[config.mk]
export PLATFORM = sky130hd
export DESIGN_NAME = draw_sequencer
export DESIGN_NICKNAME = d
export VERILOG_FILES = /design/src/rtl/draw_sequencer.sv
export SDC_FILE = /design/constraint.sdc
export NUM_CORES = 1
export LEC_CHECK = 0
export CORE_UTILIZATION = 40
export DETAILED_ROUTE_END_ITERATION = 8
export PLACE_DENSITY = 0.75
export SLEW_MARGIN = 40
export SYNTH_ARGS = -nofsm -noshare
export SYNTH_HDL_FRONTEND = slang
export SYNTH_SLANG_ARGS = --single-unit
[constraint.sdc]
create_clock -name clock -period 1.68 [get_ports clock]
set_input_delay 0.42 -clock clock [delete_from_list [all_inputs] [get_ports clock]]
set_output_delay 0.42 -clock clock [all_outputs]
set_load 0.02 [all_outputs]
[src/rtl/draw_sequencer.sv]
// Frame scheduler and VGA write multiplexer: ticks once per frame, enables each
// drawing layer in index order, and registers the active layer's pixels to the VGA port.
module draw_sequencer #(
  parameter int unsigned NUM_LAYERS  = 3,
  parameter int unsigned LAYER_W     = 2,
  parameter int unsigned X_W         = 9,
  parameter int unsigned Y_W         = 8,
  parameter int unsigned C_W         = 6,
  parameter int unsigned FRAME_COUNT = 1000000,
  parameter int unsigned CNT_W       = 21,
  parameter int unsigned TIMEOUT     = 200000,
  parameter int unsigned TO_W        = 18
) (
  input  logic                      clock,
  input  logic                      reset,
  input  logic                      enable,
  input  logic                      clear_err,
  input  logic [NUM_LAYERS-1:0]     layer_done,
  input  logic [NUM_LAYERS-1:0]     layer_write,
  input  logic [NUM_LAYERS*X_W-1:0] layer_x,
  input  logic [NUM_LAYERS*Y_W-1:0] layer_y,
  input  logic [NUM_LAYERS*C_W-1:0] layer_colour,
  output logic [NUM_LAYERS-1:0]     layer_en,
  output logic [LAYER_W-1:0]        active_layer,
  output logic                      frame_tick,
  output logic                      frame_busy,
  output logic [X_W-1:0]            x_position,
  output logic [Y_W-1:0]            y_position,
  output logic [C_W-1:0]            colour,
  output logic                      VGA_enable,
  output logic                      overrun,
  output logic                      timeout_err
);

  typedef enum logic [1:0] {IDLE, DRAW, GAP} state_t;

  localparam logic [CNT_W-1:0]   CNT_LAST   = CNT_W'(FRAME_COUNT - 1);
  localparam logic [TO_W-1:0]    WD_LAST    = TO_W'(TIMEOUT - 1);
  localparam logic [LAYER_W-1:0] LAYER_LAST = LAYER_W'(NUM_LAYERS - 1);

  state_t                  state, state_nxt;
  logic [LAYER_W-1:0]      layer_nxt;
  logic [CNT_W-1:0]        cnt;
  logic [TO_W-1:0]         wd, wd_nxt;
  logic [NUM_LAYERS-1:0]   en_nxt;
  logic                    ov_set, to_set;
  logic                    sel_done, sel_write;
  logic [X_W-1:0]          sel_x;
  logic [Y_W-1:0]          sel_y;
  logic [C_W-1:0]          sel_c;

  // Pick out the active layer's handshake and pixel fields.
  always_comb begin
    sel_done  = 1'b0;
    sel_write = 1'b0;
    sel_x     = '0;
    sel_y     = '0;
    sel_c     = '0;
    for (int unsigned i = 0; i < NUM_LAYERS; i++) begin
      if (active_layer == LAYER_W'(i)) begin
        sel_done  = layer_done[i];
        sel_write = layer_write[i];
        sel_x     = layer_x[i*X_W +: X_W];
        sel_y     = layer_y[i*Y_W +: Y_W];
        sel_c     = layer_colour[i*C_W +: C_W];
      end
    end
  end

  always_ff @(posedge clock) begin
    if (reset) state <= IDLE;
    else       state <= state_nxt;
  end

  // Layer sequencing; ticks seen while a frame is in flight are dropped as overruns.
  always_comb begin
    state_nxt = state;
    layer_nxt = active_layer;
    wd_nxt    = '0;
    ov_set    = 1'b0;
    to_set    = 1'b0;
    if (!enable) begin
      state_nxt = IDLE;
      layer_nxt = '0;
    end else begin
      case (state)
        IDLE: begin
          if (frame_tick) begin
            state_nxt = DRAW;
            layer_nxt = '0;
          end
        end
        DRAW: begin
          ov_set = frame_tick;
          if (sel_done) begin
            state_nxt = GAP;
          end else if (wd == WD_LAST) begin
            state_nxt = GAP;
            to_set    = 1'b1;
          end else begin
            wd_nxt = wd + TO_W'(1);
          end
        end
        GAP: begin
          ov_set = frame_tick;
          if (active_layer == LAYER_LAST) begin
            state_nxt = IDLE;
            layer_nxt = '0;
          end else begin
            state_nxt = DRAW;
            layer_nxt = active_layer + LAYER_W'(1);
          end
        end
        default: state_nxt = IDLE;
      endcase
    end
    for (int unsigned i = 0; i < NUM_LAYERS; i++) begin
      en_nxt[i] = (state_nxt == DRAW) && (layer_nxt == LAYER_W'(i));
    end
  end

  always_ff @(posedge clock) begin
    if (reset) begin
      cnt          <= '0;
      frame_tick   <= 1'b0;
      active_layer <= '0;
      wd           <= '0;
      layer_en     <= '0;
      frame_busy   <= 1'b0;
      x_position   <= '0;
      y_position   <= '0;
      colour       <= '0;
      VGA_enable   <= 1'b0;
      overrun      <= 1'b0;
      timeout_err  <= 1'b0;
    end else begin
      if (!enable) begin
        cnt        <= '0;
        frame_tick <= 1'b0;
      end else if (cnt == CNT_LAST) begin
        cnt        <= '0;
        frame_tick <= 1'b1;
      end else begin
        cnt        <= cnt + CNT_W'(1);
        frame_tick <= 1'b0;
      end
      active_layer <= layer_nxt;
      wd           <= wd_nxt;
      layer_en     <= en_nxt;
      frame_busy   <= (state_nxt != IDLE);
      VGA_enable   <= enable && (state == DRAW) && sel_write && !sel_done;
      if (enable && (state == DRAW)) begin
        x_position <= sel_x;
        y_position <= sel_y;
        colour     <= sel_c;
      end
      // A new error event takes priority over a simultaneous clear.
      overrun     <= ov_set | (overrun & ~clear_err);
      timeout_err <= to_set | (timeout_err & ~clear_err);
    end
  end

endmodule
==> results.md, run 1 <==
* Highest net fanout along the worst path at 4
* Setup violations, final at 7
* Post-Synthesis Cells at ~420
* Layout Cells excl Fill at about 670
* Vias in the first global route at around 3200
* FFs w/ async S/R, synth at 0%
* Routed Antenna Nets at 0
* Final setup margin at -0.0910 ns
* Die H at between 90 and 100 um
* Number of synthesized flops with an enable pin at 0
* GR Overflow Total at 0
* Mapped cell area at between 0.003 and 0.004 mm2
* Global-route wire length before repair at 14100 um
* Commonest non-fill, non-tap cells in the layout: nor2_1 (96), clkdlybuf4s50_1 (78), dfxtp_1 (70), buf_4 (37), dlygate4sd2_1 (33)
* Hold WS at 0.497 ns
* CP startpoint kind: flop
* Number of instances in the placed design at 650
* Net Count, Synth at around 500
* CTS max path bufs at 2
* Final nets at 642
* Drt pass-1 iters at 4
* Lkg Pwr at approximately 1.9 nW
* Clk sinks at 74
* Syn_area_per_cell at roughly 8.4 um2
* DR DRC count at 0
* # rows at 33
* Power per cell area at 633 mW/mm2
* Placer Congestion at roughly 0.86
* Starting Density at between 40 and 50%
* Status: finished, violations left
* Ant diodes at 0
* CTS tree: built
* Largest net degree at the start of global routing at 47
* Finished Cell Area at ~0.0052 mm2
* Layout cells sized above 1 at a little over an eighth
* Die area at a little over 0.009 mm2
* Die W at roughly 96 um
* Multi-input gate area at 0.00196 mm2
* Placeable Area at between 0.008 and 0.009 mm2
* Total chip power at 3.29 mW
* PortBufs at 111
* Commonest non-fill, non-tap cell in the layout: nor2_1
* Slew Viols, Final at 0
* WL per Instance at 14.0 um
* GRT Overall Usage at 19.9%
* RSZ-0062 raised after global routing: yes
* Hold Violations, Final at 0
* Max Freq at around 560 MHz
* WP data arrival at around 2 ns
* H-tree depth at 3
* Most used flip-flop cell after synthesis: dfxtp_1
* Final period util at 105%
* Clock Pin Slew Worst Setup and Hold Paths at roughly 0.080 ns
* Placed inst area at around 0.005 mm2
* Worst IR Drop VDD at between 0.5 and 0.6 mV
* Failing checks: setup timing
* Fillcell total at between 700 and 800
* Antenna violations before repair at 0
* Hold Crit Class: flop to flop
* Root buffer cell: clkbuf_8
* Place WS at -0.387 ns
* WL final at ~9400 um
* Drt via density at about 5.1
* Initial DRC Count at approximately 110
* Fin crit period at around 1.8 ns
* Max Cap Viol at 0
* Post-DP HPWL at 7030 um
* Area growth syn-to-layout at 46.6%
* Storage element area at ~0.0015 mm2
* Critical Path RT at ~1.9 ns
* TritonCTS Buffers at 9
* # IOs at roughly 110
* Clock Latency Late Sink at around 0.35 ns
* Post-synth cell types at 45
* Max-slew headroom at 75.3%
* Via count at ~3400
* WS Path Type: flop to flop
* Register area share after synthesis at 41.9%
* Yosys warnings at 0
* Crit. End Element: flop
* Slew @ Worst Pin at roughly 0.37 ns
* Flops & latches, synth at 74
* Clock Skew at about 0.011 ns
==> final timing paths <==
kind | start | to | slack [ns] | cells after the start
setup / recovery | wd[1] | layer_en[0] | -0.09 | 6
hold / removal | y_position[0] | y_position[0] | 0.50 | 2
setup reg to reg | wd[1] | layer_en[0] | -0.09 | 6
hold reg to reg | y_position[0] | y_position[0] | 0.50 | 2
==> flip-flops by register name, indices dropped and copies added (netlist names) <==
| name | count |
|---|---|
| cnt | 21 |
| wd | 18 |
| x_position | 9 |
| y_position | 8 |
| colour | 6 |
| layer_en | 3 |
| active_layer | 2 |
| state | 2 |
| VGA_enable | 1 |
| frame_busy | 1 |
| frame_tick | 1 |
| overrun | 1 |
| timeout_err | 1 |
==> worst max-delay path: stages, from the launching register on <==
cell and delay [ns]:
dfxtp_2 0.35, ha_4 0.15, nand3_4 0.07, or4_4 0.52
o21bai_2 0.20, o32a_1 0.28, nor3_1 0.08
==> final cells by class <==
class / count / area share (%)
multi-input cells: 310 / 37.7
flip-flops and latches: 74 / 28.7
repair buffers: 151 / 26.8
clock buffers: 11 / 2.92
well taps: 105 / 2.53
inverters: 11 / 0.796
clock inverters: 5 / 0.555
==> report_power, final <==
group	switching, mW	internal [mW]	leakage, nW
registers	0.00113	1.75	0.598
logic	0.0872	0.200	1.24
clock network	0.634	0.608	0.0988
==> stage by stage <==
| step | TNS (ns) | util [%] |
|---|---|---|
| floorplan | -0.143 | - |
| global placement | -6.37 | 59.7 |
| detailed placement | -7.81 | 59.7 |
| CTS | -1.17 | 61.5 |
| global route | -1.83 | 61.9 |
| finish | -0.396 | 61.9 |
==> routing by layer <==
metal	vias to the layer above	track usage [%]	share of wire, %
met5	-	0	0
met4	0	5.22	1.1
met3	11	7.35	9.8
met2	102	35.0	46
met1	1578	22.7	43
li1	1719	-	-
==> what timing repair did <==
| item | CTS | global route |
|---|---|---|
| pin swaps | 1 | 2 |
| buffers inserted | 1 | 0 |
| gates resized for setup | 34 | 8 |
| endpoints found under the setup margin | 56 | 41 |
| hold buffers | 0 | 0 |
==> synthesized netlist by cell type (all sizes together), types with 6 or more instances <==
cell | n | area share (%)
nor2 | 96 | 10
dfxtp | 74 | 42
a21oi | 29 | 4.1
mux2i | 25 | 7.1
a211oi | 23 | 4.9
xor2 | 18 | 4.5
nand2 | 16 | 1.8
xnor2 | 16 | 4.0
nand3 | 14 | 2.1
clkbuf | 13 | 1.4
buf | 11 | 1.7
inv | 11 | 1.2
nor3 | 11 | 1.6
nand4 | 9 | 1.6
ha | 6 | 2.1
==> cells by family after synthesis <==
group	Yosys count	share of synthesized area (%)
DFF	74	41.9
buffers and inverters	35	4.24
AOI/OAI and AO/OA	68	12.5
adders and majority gates	6	2.12
muxes	26	7.39
and+or+nand+nor	176	23.4
xor gates and xnor gates	34	8.41
Note: power is estimated with default switching activity, not from simulation.
==> run 2, diff against run 1 <==
- CTS_CLUSTER_DIAMETER: default -> 30
==> results of run 2 <==
Same layout as run 1: the final DEF is identical, and so are final timing and power.
